[src/rtl/acb_arbiter.sv]
// rtl/acb_arbiter.sv - round-robin scheduler sharing one acb GF(2^163) unit among NUM_REQ requesters
// Optional watchdog abort enabled by defining ACB_ARB_TIMEOUT_EN.
module acb_arbiter #(
    parameter int WIDTH   = 163,
    parameter int NUM_REQ = 4,
    parameter int TIMEOUT = 512
) (
    input  logic                     clk,
    input  logic                     rst,
    input  logic [NUM_REQ-1:0]       req,
    input  logic [NUM_REQ-1:0]       req_op,
    input  logic [NUM_REQ*WIDTH-1:0] req_a,
    input  logic [NUM_REQ*WIDTH-1:0] req_b,
    output logic [NUM_REQ-1:0]       gnt,
    output logic [WIDTH-1:0]         res,
    output logic [NUM_REQ-1:0]       res_valid,
    output logic                     res_err,
    output logic                     busy,
    output logic                     acb_rst,
    output logic                     acb_enable,
    output logic                     acb_configuration,
    output logic [WIDTH-1:0]         acb_a,
    output logic [WIDTH-1:0]         acb_b,
    input  logic [WIDTH-1:0]         acb_c,
    input  logic                     acb_done
);
    localparam int ID_W  = $clog2(NUM_REQ);
    localparam int ID_W1 = ID_W + 1;
    localparam logic [NUM_REQ-1:0] ONE_HOT0 = {{(NUM_REQ-1){1'b0}}, 1'b1};

    if (NUM_REQ < 2 || NUM_REQ > 8 || TIMEOUT < 1) begin : g_param_check
        $error("acb_arbiter: unsupported parameters");
    end

    typedef enum logic [1:0] {IDLE, ISSUE, WAIT, RESP} state_t;

    state_t          state;
    logic [ID_W-1:0] ptr;
    logic [ID_W-1:0] id;
    logic [ID_W-1:0] sel_id;
    logic [ID_W1-1:0] scan_idx;
    logic            sel_found;
    logic            done_q;
    logic            done_rise;

    // Scan downward so the requester closest to ptr (in wrap order) overwrites the others.
    always_comb begin
        sel_id    = '0;
        sel_found = 1'b0;
        scan_idx  = '0;
        for (int k = NUM_REQ - 1; k >= 0; k--) begin
            scan_idx = {1'b0, ptr} + ID_W1'(k);
            if (scan_idx >= ID_W1'(NUM_REQ)) begin
                scan_idx = scan_idx - ID_W1'(NUM_REQ);
            end
            if (req[scan_idx[ID_W-1:0]]) begin
                sel_id    = scan_idx[ID_W-1:0];
                sel_found = 1'b1;
            end
        end
    end

    // Edge detect lets an acb that parks done high between operations still be used.
    assign done_rise = acb_done & ~done_q;

`ifdef ACB_ARB_TIMEOUT_EN
    localparam int CNT_W = $clog2(TIMEOUT + 1);
    logic [CNT_W-1:0] wait_cnt;
    logic             abort_q;
    logic             timed_out;

    assign acb_rst = rst | abort_q;
`else
    assign acb_rst = rst;
    assign res_err = 1'b0;
`endif

    always_ff @(posedge clk) begin
        if (rst) begin
            state             <= IDLE;
            ptr               <= '0;
            id                <= '0;
            done_q            <= 1'b0;
            gnt               <= '0;
            res               <= '0;
            res_valid         <= '0;
            busy              <= 1'b0;
            acb_enable        <= 1'b0;
            acb_configuration <= 1'b0;
            acb_a             <= '0;
            acb_b             <= '0;
`ifdef ACB_ARB_TIMEOUT_EN
            wait_cnt          <= '0;
            abort_q           <= 1'b0;
            timed_out         <= 1'b0;
            res_err           <= 1'b0;
`endif
        end else begin
            done_q     <= acb_done;
            gnt        <= '0;
            res_valid  <= '0;
            acb_enable <= 1'b0;
`ifdef ACB_ARB_TIMEOUT_EN
            abort_q    <= 1'b0;
            res_err    <= 1'b0;
`endif
            case (state)
                IDLE: begin
                    if (sel_found) begin
                        id                <= sel_id;
                        acb_a             <= req_a[sel_id*WIDTH +: WIDTH];
                        acb_b             <= req_b[sel_id*WIDTH +: WIDTH];
                        acb_configuration <= req_op[sel_id];
                        gnt               <= ONE_HOT0 << sel_id;
                        acb_enable        <= 1'b1;
                        busy              <= 1'b1;
                        state             <= ISSUE;
                    end
                end
                ISSUE: begin
`ifdef ACB_ARB_TIMEOUT_EN
                    wait_cnt  <= '0;
                    timed_out <= 1'b0;
`endif
                    state <= WAIT;
                end
                WAIT: begin
                    if (done_rise) begin
                        res   <= acb_c;
                        state <= RESP;
                    end
`ifdef ACB_ARB_TIMEOUT_EN
                    else if (wait_cnt == CNT_W'(TIMEOUT - 1)) begin
                        res       <= '0;
                        abort_q   <= 1'b1;
                        timed_out <= 1'b1;
                        state     <= RESP;
                    end else begin
                        wait_cnt <= wait_cnt + CNT_W'(1);
                    end
`endif
                end
                RESP: begin
                    res_valid <= ONE_HOT0 << id;
                    ptr       <= (id == ID_W'(NUM_REQ - 1)) ? '0 : id + ID_W'(1);
                    busy      <= 1'b0;
                    state     <= IDLE;
`ifdef ACB_ARB_TIMEOUT_EN
                    res_err   <= timed_out;
`endif
                end
                default: state <= IDLE;
            endcase
        end
    end
endmodule

[config.mk]
export PLATFORM = sky130hd
export DESIGN_NAME = acb_arbiter
export DESIGN_NICKNAME = d
export VERILOG_FILES = /design/src/rtl/acb_arbiter.sv
export SDC_FILE = /design/constraint.sdc
export NUM_CORES = 2
export LEC_CHECK = 0
export BUFFER_PORTS_ARGS = -buffer_cell sky130_fd_sc_hd__buf_2
export CORE_AREA = 4 4 777 779
export CTS_BUF_LIST = sky130_fd_sc_hd__clkbuf_8
export CTS_CLUSTER_SIZE = 20
export DETAILED_ROUTE_END_ITERATION = 8
export DIE_AREA = 0 0 781 783
export PLACE_DENSITY = 0.3
export SKIP_LAST_GASP = 1
export SLEW_MARGIN = 10
export SYNTH_ARGS = -nofsm -noshare
export SYNTH_HDL_FRONTEND = slang
export SYNTH_SLANG_ARGS = --single-unit
export TNS_END_PERCENT = 50
[constraint.sdc]
create_clock -name clk -period 1.65 [get_ports clk]
set_input_delay 0.0825 -clock clk [delete_from_list [all_inputs] [get_ports clk]]
set_output_delay 0.0825 -clock clk [all_outputs]
set_load 0.01 [all_outputs]
Word-level counts from Yosys, hierarchy flattened
Cells that the tools add are included.
- add/subtract/negate cells: 8
- $mul: 1
- $lt $le $gt $ge: 9
- eq/ne operators: 6
- shift operators: 4
- multiplexer cells: 29
- bitwise gates (word level): 5
- reduce and logical (&&, ||, !) cells: 9
- operators with widths (operator ; count):
    indexed part select 652 x 11 -> 163 bit ; 2
    2-to-1 mux 2 bit ; 11
    less-than comparator 2 x 3 -> 1 bit, second input constant ; 5
    2-to-1 mux 1 bit ; 11
    binary-select mux 1 bit (select 2 bit) ; 5
    multiplier 2 x 8 -> 10 bit, second input constant ; 1
    >= comparator 3 bit, second input constant ; 3
    one-hot mux 2 bit (4 select lines) ; 1
    AND reduction 2 bit ; 4
    << shifter 1 x 2 -> 4 bit, first input constant ; 2
    subtractor 2 x 1 -> 2 bit, second input constant ; 4
    adder 2 x 2 -> 3 bit, second input constant ; 2
    == test 2 bit, second input constant ; 3
    inequality test 2 bit, second input constant ; 2
    NOT 1 bit ; 4
    OR reduction 2 bit ; 2
    adder 2 x 1 -> 3 bit, second input constant ; 1
    >= comparator 2 x 3 -> 1 bit, second input constant ; 1
    OR reduction 3 bit ; 1
    adder 2 x 1 -> 2 bit, second input constant ; 1
    == test 2 x 1 -> 1 bit, second input constant ; 1
    zero test 2 bit ; 1
    one-hot mux 1 bit (2 select lines) ; 1
    nonzero test 2 bit ; 1
    bitwise AND 1 bit ; 1
- register bits after elaboration: 507
- bits of input ports: 1478

Longest topological paths before layout
- depth after elaboration: 11
- depth in mapped cells: 9
- mapped depth without buffers: 6

Least setup slack after synthesis
No wires, ideal clock.
- path kind: register to register
- start: register state[0]
- end: register res[89]
- arrival: 1.761 ns
- required time: 1.579 ns
- path slack: -0.182 ns
- stages on the path, launching flop included: 10
- buffers on the path: 3
- clock period less this slack: 1.832 ns
- cells stage by stage: dfxtp_1 inv_1 ha_1 inv_1 or2_2 clkbuf_1 clkbuf_1 clkbuf_1 nand2_1 a21oi_1
- cells in the longest elaborated chain, start to end: 2
- ends and longest elaborated chain (what ; line ; RTL):
    from (decl) ; 37 ; state_t state;
    from (signal assigned) ; 80 ; state <= IDLE;
    from (signal assigned) ; 117 ; state <= ISSUE;
    from (signal assigned) ; 125 ; state <= WAIT;
    == test 2 bit ; 107 ; case (state)
    AND reduction 2 bit (no line) ; - ;
    to (signal assigned) ; 85 ; res <= '0;
    to (signal assigned) ; 129 ; res <= acb_c;
    to (decl) ; 15 ; output logic [WIDTH-1:0] res,
Every way passes these cells.
A chain may end at the register's enable or synchronous reset.

Worst setup path after layout
- start: register ptr[0]
- end: register acb_b[111]
- cells in the longest elaborated chain, start to end: 11
- elaborated cells between the ends (all ways): 34
- those cells by class: 7 x add/sub; 1 x mul; 4 x order compare; 1 x shift; 20 x mux; 1 x reduce/logical
- ends and longest elaborated chain (what ; line ; RTL):
    from (decl) ; 38 ; logic [ID_W-1:0] ptr;
    from (signal assigned) ; 145 ; ptr <= (id == ID_W'(NUM_REQ - 1)) ? '0 : id + ID_W'(1);
    adder 2 x 2 -> 3 bit ; 52 ; scan_idx = {1'b0, ptr} + ID_W1'(k);
    >= comparator 3 bit or subtractor 2 x 1 -> 2 bit (tied branches) ; 53, 54 ;
    2-to-1 mux 2 bit ; 53 ; if (scan_idx >= ID_W1'(NUM_REQ)) begin
    binary-select mux 1 bit (select 2 bit) ; 56 ; if (req[scan_idx[ID_W-1:0]]) begin
    2-to-1 mux 1 bit (not written as such) ; 56 ;
    2-to-1 mux 2 bit (4 in series) ; 56 ;
    multiplier 2 x 8 -> 10 bit ; 112 ; acb_b <= req_b[sel_id*WIDTH +: WIDTH];
    indexed part select 652 x 11 -> 163 bit ; 112 ;
    to (signal assigned) ; 112 ;
    to (decl) ; 23 ; output logic [WIDTH-1:0] acb_b,
Parallel ways exist; a longest one is shown, timed or not. The select of a mux whose other input is x is not followed.

==> metrics.txt <==
FF-to-FF End=acb_b[111]; endpoint type of the worst setup path=flip-flop; Tot Pwr=0.0761 W; commonest cells in the netlist=658 x mux2i_1, 657 x nand2_1, 507 x dfxtp_1; vias per cell=2.98; Post-synth ARST share=0; slack of the worst reg-to-reg path=-0.59 ns; path depth of the worst reg2reg path=11; min Tclk post-route=2.24 ns; # DRC=0; clock transition at the registers of the reported paths=0.06 ns; total grt overflow=0; #FFs+latches synth=507; Routed Antenna Nets=0; Worst Path Max Fanout=7; most frequent cell after synthesis=mux2i_1; Crit Path Category=flip-flop to flip-flop; Initial Utilization=0.0414; wire length per cell=32.4 µm; CTS tree=yes; Chip Height=783 µm; Place WS=-1.42 ns; H-tree lvl count=4; Mapped Nets=4,086; CP max-delay cell=dfxtp_2; pin count of the biggest net entering global routing=75; drt total wl=505 mm; final setup TNS=-160.21 ns; die area=0.612 mm²; DP HPWL=435 mm; Setup WS post-layout=-0.592 ns; Die W=781 µm; initial antenna violation count=657; drt first pass iters=5; clk_lat worst skew=1.02 ns; Setup crit start kind=flip-flop; final worst-path cycle share=1.36; Fillers=68,300; share of layout cells above drive strength 1=0.393; max cap viols=0; WHS Path Cells=5; count of pins over their slew limit=0; gpl congestion=1.14; Area contributors post-synth=dfxtp_1 41%, mux2i_1 27%, o221ai_1 12%; most area-hungry cell type in the Yosys netlist=dfxtp_1; global-route usage over all layers=0.154; WP depth=11; vias in the first global route=46,200; worst vdd ir=0.519 mV; port buffer count=1,978; highest clock rate=446 MHz; worst slew pin tran=0.822 ns; I/O Pins=1,980; TritonCTS sink count=507; Post-Syn Area=0.0247 mm²; Area Overhead vs Synth=221%; max_slew headroom=0.450; first-pass GRT wire length=595 mm; Yosys top cell area share=0.410; WP buf/inv=6; RSZ-0062 raised after global routing=true; Net count, final=8,888; status=finished with violations; DRT iter0 DRCs=3,293; TritonCTS buffer count=134; worst clock skew=0.107 ns; failing checks=hold timing, setup timing; power per cell area=957 mW/mm²; Setup Viol. Count Final=511; core area=0.597 mm²; synth warn=0; vias=46,400; Post-synth EDFFs=0; Syn Area/Cell=9.50 µm²; register area share after synthesis=0.410; top_reg_cell synth=dfxtp_1; CTS root buf=clkbuf_8; Max clock buf depth=4; Worst EP required=2.45 ns; CP Cell Sequence=nand2b_4 > nor2b_4 > o32a_4 > buf_12 > buf_16 > buf_12 > buf_6 > buf_16 > buf_4 > mux2i_2 > o221ai_2; Hold EP=busy; Site Rows=284; final hold violations=11; Syn Inst Count=2,603; Distinct cells, synth=30; critical path's largest stage delay=0.32 ns; leak pwr=32.0 nW; Worst Hold Class=input pin to flip-flop; Hold WS=-0.305 ns; delay-heaviest family, CP=buffers and inverters; worst path arrival time=3.04 ns; crit path from=ptr[0]; Worst R2R Start=ptr[0]; Hold Crit Start=req[2]
-- layer usage --
layer,vias up,GRT usage,part of all wire
met1,22100,0.187,0.41
met3,1196,0.0803,0.13
met5,-,0.00163,0.0027
li1,19500,-,-
met2,3391,0.233,0.42
met4,216,0.0520,0.047
-- layout by cell type (no fill, tap or decap), types with 11 or more instances in the layout --
cell           count
nor2_1            11
buf_4            262
dlygate4sd3_1   2418
buf_6             36
mux2i_2           80
dfxtp_1          498
o221ai_2         100
a21oi_1          167
mux2i_4           66
mux2i_1          512
buf_16            50
nand2_1          656
diode_2          204
buf_8             14
clkbuf_16         39
buf_2           1967
buf_12           117
o221ai_1         225
clkbuf_8         156
inv_1             41
-- per-stage QoR --
stage | util | cells | hold WS, ns | area (µm²)
floorplan | - | 2603 | 0.211 | 24800
global placement | 0.0772 | 12500 | 0.315 | 46100
detailed placement | 0.0772 | 12500 | 0.321 | 46100
CTS | 0.127 | 15300 | -0.280 | 75900
global route | 0.133 | 15400 | -0.369 | 79200
finish | 0.133 | 15600 | -0.305 | 79500
-- flip-flops by register name (all words and copies together) (netlist names) --
| name | cells |
|---|---|
| acb_a | 163 |
| acb_b | 163 |
| acb_configuration | 1 |
| acb_enable | 1 |
| busy | 1 |
| done_q | 1 |
| gnt | 4 |
| id | 2 |
| ptr | 2 |
| res | 163 |
| res_valid | 4 |
| state | 2 |
-- logic make-up (layout without fill, tap and decap cells) --
group	Yosys count	after routing	synth area share
DFF	507	507	0.410
adders and majority gates	5	5	0.00253
buffers and inverters	242	5130	0.0618
AOI/OAI and AO/OA	499	499	0.151
and+or+nand+nor	691	691	0.108
muxes	658	658	0.266
other	1	205	0.000152
-- what timing repair did --
| item | 4_1_cts | 5_1_grt |
|---|---|---|
| gates resized for setup | 239 | 352 |
| endpoints found under the setup margin | 793 | 842 |
| pin swaps | 19 | 66 |
| gates cloned | 33 | 46 |
| endpoints found under the hold margin | 505 | 13 |
| setup buffers | 92 | 68 |
| hold buffers | 2417 | 2 |
-- where the power goes --
part	switching, W	internal, W	total [W]
Sequential	0.00227	0.0155	0.0178
Combinational	0.0231	0.0174	0.0405
Clock	0.00844	0.00937	0.0178
Total	0.0338	0.0423	0.0761
-- worst max path at each step --
stage / end
floorplan: res[25]
CTS: acb_a[98]
detailed placement: acb_a[27]
finish: acb_b[111]
global placement: acb_a[27]
global route: acb_b[43]
-- tightest hold or removal path: stages --
cell and delay [ns]:
buf_2 0.10, nor4_2 0.06, and2_1 0.19, nand2_1 0.07, a21oi_1 0.05
-- area by class of cell --
| class | count | area [µm²] | area share |
|---|---|---|---|
| timing repair buffer | 4905 | 41400 | 0.521 |
| inverter | 3 | 11.3 | 0.000142 |
| sequential | 507 | 10200 | 0.128 |
| clock buffer | 156 | 2150 | 0.0270 |
| tap | 7865 | 9840 | 0.124 |
| clock inverter | 66 | 469 | 0.00590 |
| antenna | 204 | 510 | 0.00642 |
| multi-input combinational | 1854 | 14900 | 0.188 |
(Power assumes the default switching activity.)
